**src/rtl/verdict_collector_pkg.sv**
```systemverilog
// Shared types and header layout for the verdict collector.
// The serializer state enum and the 64-bit header packing live here.
package verdict_collector_pkg;

    localparam int DROP_W = 8;

    localparam int HDR_MASK_LSB = 0;
    localparam int HDR_POP_LSB  = 16;
    localparam int HDR_DROP_LSB = 24;
    localparam int HDR_TS_LSB   = 32;

    typedef enum logic [1:0] {
        IDLE,
        LOAD,
        HDR,
        DATA
    } ser_state_t;

    function automatic logic [63:0] make_header(
        input logic [31:0] ts,
        input logic [7:0]  drops,
        input logic [7:0]  pop,
        input logic [15:0] mask
    );
        logic [63:0] w;
        w = '0;
        w[HDR_TS_LSB   +: 32] = ts;
        w[HDR_DROP_LSB +: 8]  = drops;
        w[HDR_POP_LSB  +: 8]  = pop;
        w[HDR_MASK_LSB +: 16] = mask;
        return w;
    endfunction

endpackage

```
**src/rtl/verdict_collector_fifo.sv**
```systemverilog
// Record FIFO for the verdict collector: first-word-fall-through read,
// pointers reset asynchronously, storage left unreset.
module verdict_fifo #(
    parameter int DEPTH = 8,
    parameter int WIDTH = 8
) (
    input  logic             clk,
    input  logic             rst,
    input  logic             push,
    input  logic [WIDTH-1:0] wdata,
    input  logic             pop,
    output logic [WIDTH-1:0] rdata,
    output logic             full,
    output logic             empty
);

    localparam int AW = $clog2(DEPTH);

    logic [WIDTH-1:0] mem [DEPTH];
    logic [AW:0]      wptr;
    logic [AW:0]      rptr;

    // Extra pointer bit distinguishes full from empty when the indices match.
    always_ff @(posedge clk or negedge rst) begin
        if (!rst) begin
            wptr <= '0;
            rptr <= '0;
        end else begin
            if (push && !full)
                wptr <= wptr + (AW+1)'(1);
            if (pop && !empty)
                rptr <= rptr + (AW+1)'(1);
        end
    end

    always_ff @(posedge clk) begin
        if (push && !full)
            mem[wptr[AW-1:0]] <= wdata;
    end

    assign rdata = mem[rptr[AW-1:0]];
    assign empty = (wptr == rptr);
    assign full  = (wptr[AW] != rptr[AW]) && (wptr[AW-1:0] == rptr[AW-1:0]);

endmodule

```
**src/rtl/verdict_collector.sv**
```systemverilog
// Captures active monitor output cycles with a timestamp, buffers them and
// streams each record out as a header word followed by one word per active stream.
module verdict_collector
    import verdict_collector_pkg::*;
#(
    parameter int NUM_OUT = 4,
    parameter int DATA_W  = 64,
    parameter int TS_W    = 32,
    parameter int DEPTH   = 8
) (
    input  logic                      clk,
    input  logic                      rst,
    input  logic                      en,
    input  logic [NUM_OUT*DATA_W-1:0] out_data,
    input  logic [NUM_OUT-1:0]        out_aktv,
    output logic [63:0]               m_data,
    output logic                      m_valid,
    output logic                      m_last,
    input  logic                      m_ready,
    output logic                      overflow
);

    typedef struct packed {
        logic [TS_W-1:0]           ts;
        logic [NUM_OUT-1:0]        mask;
        logic [NUM_OUT*DATA_W-1:0] data;
        logic [DROP_W-1:0]         drops;
    } rec_t;

    localparam int REC_W = $bits(rec_t);

    logic [TS_W-1:0]    ts;
    logic [DROP_W-1:0]  drop_cnt;
    rec_t               wr_rec;
    rec_t               rd_rec;
    rec_t               hold;
    logic [NUM_OUT-1:0] rem_mask;
    logic [NUM_OUT-1:0] rem_next;
    logic [DATA_W-1:0]  sel_word;
    logic [7:0]         pop_cnt;
    logic [63:0]        hdr_word;
    ser_state_t         state;
    logic               capture;
    logic               push;
    logic               pop;
    logic               fifo_full;
    logic               fifo_empty;

    assign capture = en && (|out_aktv);
    assign push    = capture && !fifo_full;
    assign pop     = (state == IDLE) && !fifo_empty;
    assign wr_rec  = '{ts: ts, mask: out_aktv, data: out_data, drops: drop_cnt};

    verdict_fifo #(
        .DEPTH (DEPTH),
        .WIDTH (REC_W)
    ) u_fifo (
        .clk   (clk),
        .rst   (rst),
        .push  (push),
        .wdata (wr_rec),
        .pop   (pop),
        .rdata (rd_rec),
        .full  (fifo_full),
        .empty (fifo_empty)
    );

    // The drop count rides along with the next record that fits, then restarts.
    always_ff @(posedge clk or negedge rst) begin
        if (!rst) begin
            ts       <= '0;
            drop_cnt <= '0;
            overflow <= 1'b0;
        end else begin
            if (en)
                ts <= ts + TS_W'(1);
            if (push) begin
                drop_cnt <= '0;
            end else if (capture) begin
                overflow <= 1'b1;
                if (drop_cnt != '1)
                    drop_cnt <= drop_cnt + DROP_W'(1);
            end
        end
    end

    always_comb begin
        sel_word = '0;
        for (int i = NUM_OUT - 1; i >= 0; i--)
            if (rem_mask[i])
                sel_word = hold.data[i*DATA_W +: DATA_W];
    end

    assign rem_next = rem_mask & (rem_mask - NUM_OUT'(1));

    always_comb begin
        pop_cnt = '0;
        for (int i = 0; i < NUM_OUT; i++)
            pop_cnt = pop_cnt + 8'(hold.mask[i]);
    end

    assign hdr_word = make_header(32'(hold.ts), hold.drops, pop_cnt, 16'(hold.mask));

    // rem_mask tracks the streams still to be sent; the lowest set bit goes next.
    always_ff @(posedge clk or negedge rst) begin
        if (!rst) begin
            state    <= IDLE;
            hold     <= '0;
            rem_mask <= '0;
            m_valid  <= 1'b0;
            m_last   <= 1'b0;
            m_data   <= '0;
        end else begin
            case (state)
                IDLE: begin
                    if (!fifo_empty) begin
                        hold  <= rd_rec;
                        state <= LOAD;
                    end
                end
                LOAD: begin
                    m_valid  <= 1'b1;
                    m_last   <= 1'b0;
                    m_data   <= hdr_word;
                    rem_mask <= hold.mask;
                    state    <= HDR;
                end
                HDR: begin
                    if (m_ready) begin
                        m_data   <= sel_word;
                        m_last   <= (rem_next == '0);
                        rem_mask <= rem_next;
                        state    <= DATA;
                    end
                end
                DATA: begin
                    if (m_ready) begin
                        if (m_last) begin
                            m_valid <= 1'b0;
                            m_last  <= 1'b0;
                            m_data  <= '0;
                            state   <= IDLE;
                        end else begin
                            m_data   <= sel_word;
                            m_last   <= (rem_next == '0);
                            rem_mask <= rem_next;
                        end
                    end
                end
                default: state <= IDLE;
            endcase
        end
    end

endmodule

```
**config.mk**
```make
export PLATFORM = sky130hd
export DESIGN_NAME = verdict_collector
export DESIGN_NICKNAME = d
export VERILOG_FILES = /design/src/rtl/verdict_collector_pkg.sv /design/src/rtl/verdict_collector_fifo.sv /design/src/rtl/verdict_collector.sv
export SDC_FILE = /design/constraint.sdc
export NUM_CORES = 2
export LEC_CHECK = 0
export ABC_AREA = 1
export ABC_CLOCK_PERIOD_IN_PS = 33900
export BUFFER_PORTS_ARGS = -buffer_cell sky130_fd_sc_hd__buf_2
export CORE_MARGIN = 1.5
export CORE_UTILIZATION = 40
export DETAILED_ROUTE_END_ITERATION = 12
export HOLD_SLACK_MARGIN = 0.15
export SLEW_MARGIN = 40
export SYNTH_ARGS = -nofsm -noshare
export SYNTH_HDL_FRONTEND = slang
export SYNTH_SLANG_ARGS = --single-unit
```
**constraint.sdc**
```tcl
create_clock -name clk -period 33.9 [get_ports clk]
set_input_delay 3.39 -clock clk [delete_from_list [all_inputs] [get_ports clk]]
set_output_delay 3.39 -clock clk [all_outputs]
set_load 0.005 [all_outputs]
```
== After elaboration in Yosys (flattened, before gate mapping) ==
Memories as Yosys holds them, arrays and structs flattened. A register that Yosys moved wholly into a read port is not among the register bits.
Cells that the tools add are included.
W data, S select, Z words.
Storage, ports and cells
  register bits: 121
  RAM bits: 2400
  logic and storage cells: 86
  memories kept: 1
Operators by class
  add/sub/neg operators: 8
  equality and inequality tests: 12
  multiplexer cells: 29
  bitwise gates (word level): 3
  reductions and logical operators: 23
Memory list
  u_fifo.mem: depth 8, width 300, read ports 1, clocked after Yosys merged registers in 1, write ports 1, RTL line verdict_collector_fifo.sv:19  | logic [WIDTH-1:0] mem [DEPTH];
Operators by type and width (count)
  $mux W64: 7
  $pmux W64 S3: 1
  $add A32 B1 Y32 const B: 1
  $mux W8: 3
  $mux W4: 3
  $pmux W4 S3: 1
  $ne A2 B2 Y1 const B: 5
  $add A4 B1 Y4 const B: 2
  $add A8 B1 Y8 const B: 1
  $mux W2: 4
  $ne A8 B8 Y1 const B: 1
  $pmux W2 S4: 1
  $reduce_and A4 Y1: 2
  $mux W1: 7
  $logic_and A1 B1 Y1: 6
  $reduce_and A2 Y1: 3
  $reduce_and A3 Y1: 2
  $reduce_bool A2 Y1: 3
  $add A3 B1 Y4: 1
  $and A4 B4 Y4: 1
  $eq A2 B2 Y1 const B: 2
  $eq A4 B4 Y1: 1
  $logic_not A4 Y1: 1
  $reduce_or A4 Y1: 1
  other kinds (12): 15

== Logic depth before layout (Yosys ltp) ==
  word-level depth: 7
  mapped depth: 13
  mapped depth without buffers: 10

== Hierarchy ==
A second synthesis with hierarchy kept.
Unflattened totals
  cells, all modules: 9132
  area, all modules: 111265.5 µm²
By module, submodules not included
  verdict_fifo: times used 1, cells each 6857, area each 92613.8 µm²
  verdict_collector: times used 1, cells each 2275, area each 18651.6 µm²

== Worst setup path before layout ==
OpenSTA, ideal clock, no wires.
  path kind: in2reg
  from: input port en
  to: memory u_fifo.mem[7][0] in the netlist's numbering (enable)
  setup time: 0.969 ns
  data arrival time: 16.524 ns
  data required time: 32.931 ns
  path slack: 16.407 ns
  stages: 5
  path buffers: 1
  cells stage by stage: clkinv_1 -> a21oi_1 -> nand2_1 -> clkbuf_1 -> nor2_1
Between the ends
  cells in the longest elaborated chain, start to end: 5
Ends and longest elaborated chain
  start: declaration: RTL line verdict_collector.sv:13  | input logic en,
  $logic_and A1 B1 Y1: RTL line verdict_collector.sv:49  | assign capture = en && (|out_aktv);
  $logic_and A1 B1 Y1: RTL line verdict_collector.sv:50  | assign push = capture && !fifo_full;
  $logic_and A1 B1 Y1: RTL line verdict_collector_fifo.sv:37  | if (push && !full)
  $mux W1: RTL line verdict_collector_fifo.sv:37
  $mux W1 (not written as such): RTL line verdict_collector_fifo.sv:38  | mem[wptr[AW-1:0]] <= wdata;
  end: declaration: RTL line verdict_collector_fifo.sv:19
No other way between the ends.

== Final worst setup path ==
  from: input port en
  to: memory u_fifo.mem[3][194] in the netlist's numbering (enable)
Same word-level chain as after synthesis.

==> reports/results.txt <==
# nets final: 10240
reg2reg start: u_fifo.rptr[1]$_DFFE_PN0P_
clock latency on the worst-skew pair: 0.87 ns
Setup Viol. Count Final: 0
Fin. Hold Viols: 0
via count: 74720
P_leak: 47.74 nW
largest net degree at the start of global routing: 196
Worst Hold Depth: 2
initial core utilization: 40.30%
CTS Sinks: 2821
Power Dens Cells: 92.92 nW/um2
final RePlAce weighted congestion: 0.8541
DR pass1 iterations: 7
dominant synthesized flop cell: edfxtp_1
number of I/O port buffers: 330
GR Util All Layers: 22.76%
FF-to-FF path depth: 12
Final Max Slew Viols: 0
Synth Register Bits: 2821
Iteration-0 DRC Markers: 7611
Synth cell types: 43
Hold EP: hold[39]$_DFFE_PN0P_
post-CTS setup repair buffer count: 0
IR drop worst, VDD: 0.07076 mV
M1 GR Usage: 30.00%
HPWL after detailed placement: 193200 um
Area Overhead vs Synth: 13.16%
worst slack at placement: 25.95 ns
die area: 285200 um2
first-pass GRT wire length: 485900 um
hold_sp: hold[39]$_DFFE_PN0P_
M3 GR Usage: 4.556%
min cycle time layout: 7.126 ns
final worst-path cycle share: 21.02%
P_sw: 4.555 mW
Syn Nets: 10060
Max Root-Sink Buffers: 4
Max-slew headroom: 34.36%
Max Fclk: 140.3 MHz
drt total wl: 330600 um
syn avg cell area: 11.53 um2
Site Rows: 194
crit path capture type: flip-flop
Top Usage Layer GRT: met2
Post-synth ARST share: 14.92%
via/cell ratio: 5.341
sequential cell area fraction in the yosys report: 73.24%
Cell Int Power: 7.305 mW
GRT met2 Usage: 36.77%
R2R setup slack: 28.60 ns
crit path max fanout: 50
per-cell routed wire length: 23.63 um
number of buffers created by CTS: 295
combinational share of power: 33.3%
clock-pin slew on the worst setup and hold paths: 0.06 ns
worst slew pin tran: 0.9846 ns
total grt overflow: 0
crit path kind: primary input to flip-flop
CTS Root Buffer Type: clkbuf_16
number of max-cap violations: 0
Die Width: 534.0 um
DRC viols: 0
vias in the first global route: 71970
Synth Cell Area: 112800 um2
reg2reg end: u_fifo.mem[3][194]$_DFFE_PP_
Post-synth EDFFs: 2400
clock power share: 26.7%
Core Region: 279900 um2
crit path launch: en
Net Sw Frac: 38.41%
setup repair after global routing missed its margin: no
final worst slack: 26.77 ns
hold_buf cts: 0
H-tree depth: 5
# IOs: 331
status: complete, no violations
layout cells sized above 1: 9.546%
Critical Path RT: 34.34 ns
count of cells resized by post-cts repair: 0
hold crit path type: flip-flop to flip-flop
Worst setup SP type: primary input
initial antenna violation count: 129
worst clock skew: 0.07608 ns
ANT nets after route: 0
TritonCTS clock tree: built
Setup TNS: 0 ns
cell count after synthesis: 9784
register share of total power: 40.0%
die height: 534.0 um
yosys warns: 0
Critical Path AT: 7.57 ns
[worst max-delay path, stage by stage]
cell and delay [ns]:
buf_2 0.21, clkinv_1 0.26, a21oi_1 0.39, nand2_1 0.51, inv_1 0.29, nand2_1 0.23
nor2_4 0.53, buf_6 0.60, buf_12 0.31, buf_16 0.32, buf_16 0.33
[power groups by stage]
| stage | Sequential, mW | Combinational, mW | Clock [mW] |
|---|---|---|---|
| after CTS | 4.74 | 3.94 | 3.22 |
| final | 4.74 | 3.95 | 3.17 |
| after global placement | 4.80 | 3.83 | 0 |
| after floorplan | 4.86 | 2.58 | 0 |
| after global routing | 4.78 | 4.35 | 3.35 |
| after detailed placement | 4.80 | 3.92 | 0 |
[Yosys cell counts (2+ instances only)]
cell type,count,area [um2]
a22oi_1,38,285.3
a21oi_1,43,215.2
nor2_2,2,12.51
buf_6,33,371.6
a22o_1,3,26.28
dfrtp_1,421,10540
nand3b_1,4,30.03
inv_2,3,11.26
o21ai_0,720,3603
nor2_1,1121,4208
nand4_1,16,100.1
ha_1,11,137.6
o22ai_1,13,81.33
buf_4,84,630.6
nand3_1,1011,5060
a31oi_1,9,56.30
xor2_1,17,148.9
edfxtp_1,2400,72070
o211ai_1,38,285.3
o21ai_1,156,780.8
nand2_1,3028,11370
clkbuf_1,266,998.5
or2_2,53,331.6
o31ai_1,3,22.52
inv_1,58,217.7
xnor2_1,10,87.58
buf_1,42,157.7
clkinv_1,3,11.26
buf_2,164,820.8
[registers in the layout, indices dropped and copies added, names as in the netlist, 4 cells and up]
signal and cells:
hold 256, ts 32, hdr_word 44, drop_cnt 8
u_fifo.mem 2400, u_fifo.wptr 4, rem_mask 4, u_fifo.rptr 4
m_data 64
[cells by family after synthesis]
| family | after synthesis | share of synthesized area, % |
|---|---|---|
| simple gates | 5241 | 18.76 |
| flops | 2821 | 73.24 |
| compound gates | 1026 | 4.770 |
| buf+inv | 657 | 2.888 |
| xor+xnor | 27 | 0.2097 |
| fa+ha+maj | 12 | 0.1398 |
[metrics by stage]
stage                     utilization, %  instance area (um2)  power (mW)  cells  hold slack [ns]
final                              45.60               127600       11.86  13990           0.4715
after global routing               45.58               127600       12.49  13960           0.4968
after CTS                          45.44               127200       11.90  13910           0.4735
after detailed placement           42.07               117800       8.725  13380           0.4575
after global placement             41.92               117300       8.627  13370           0.4582
after floorplan                        -               112800       7.447   9784           0.4414
[layout make-up]
class	count	area, um2
multi-input cells	6306	27050
fillers	25110	152200
flip-flops and latches	2821	82620
well taps	3724	4659
repair buffers	470	3413
clock buffers	408	8279
clock inverters	122	1134
diodes	74	185.2
inverters	66	292.8
[layout by cell type (no fill, tap or decap), drive strengths merged, types with 8 or more instances in the layout]
master / n
nand2: 3030
edfxtp: 2400
nor2: 1123
nand3: 1011
o21ai: 876
buf: 469
dfrtp: 421
clkbuf: 409
clkinv: 89
diode: 74
inv: 74
or2: 53
a21oi: 43
a22oi: 38
o211ai: 38
xor2: 17
bufinv: 17
nand4: 16
o22ai: 13
ha: 11
xnor2: 10
a31oi: 9
clkinvlp: 8
[how the worst max path moves through the flow]
stage	to	cells past startpoint	slack, ns
6_report	u_fifo.mem[3][194]$_DFFE_PP_	11	26.77
5_1_grt	u_fifo.mem[3][186]$_DFFE_PP_	11	26.55
4_1_cts	u_fifo.mem[3][194]$_DFFE_PP_	11	26.81
3_5_place_dp	u_fifo.mem[3][194]$_DFFE_PP_	11	25.95
3_3_place_gp	u_fifo.mem[1][78]$_DFFE_PP_	9	25.69
2_1_floorplan	u_fifo.mem[7][0]$_DFFE_PP_	5	16.41
[metal layers]
layer  vias to the layer above  routed length, um
met4                        96              13920
met1                     37280             134600
met3                       613              24790
li1                      34210                  -
met2                      2523             156600
met5                         -                607
Power figures use the tool's default switching activity.
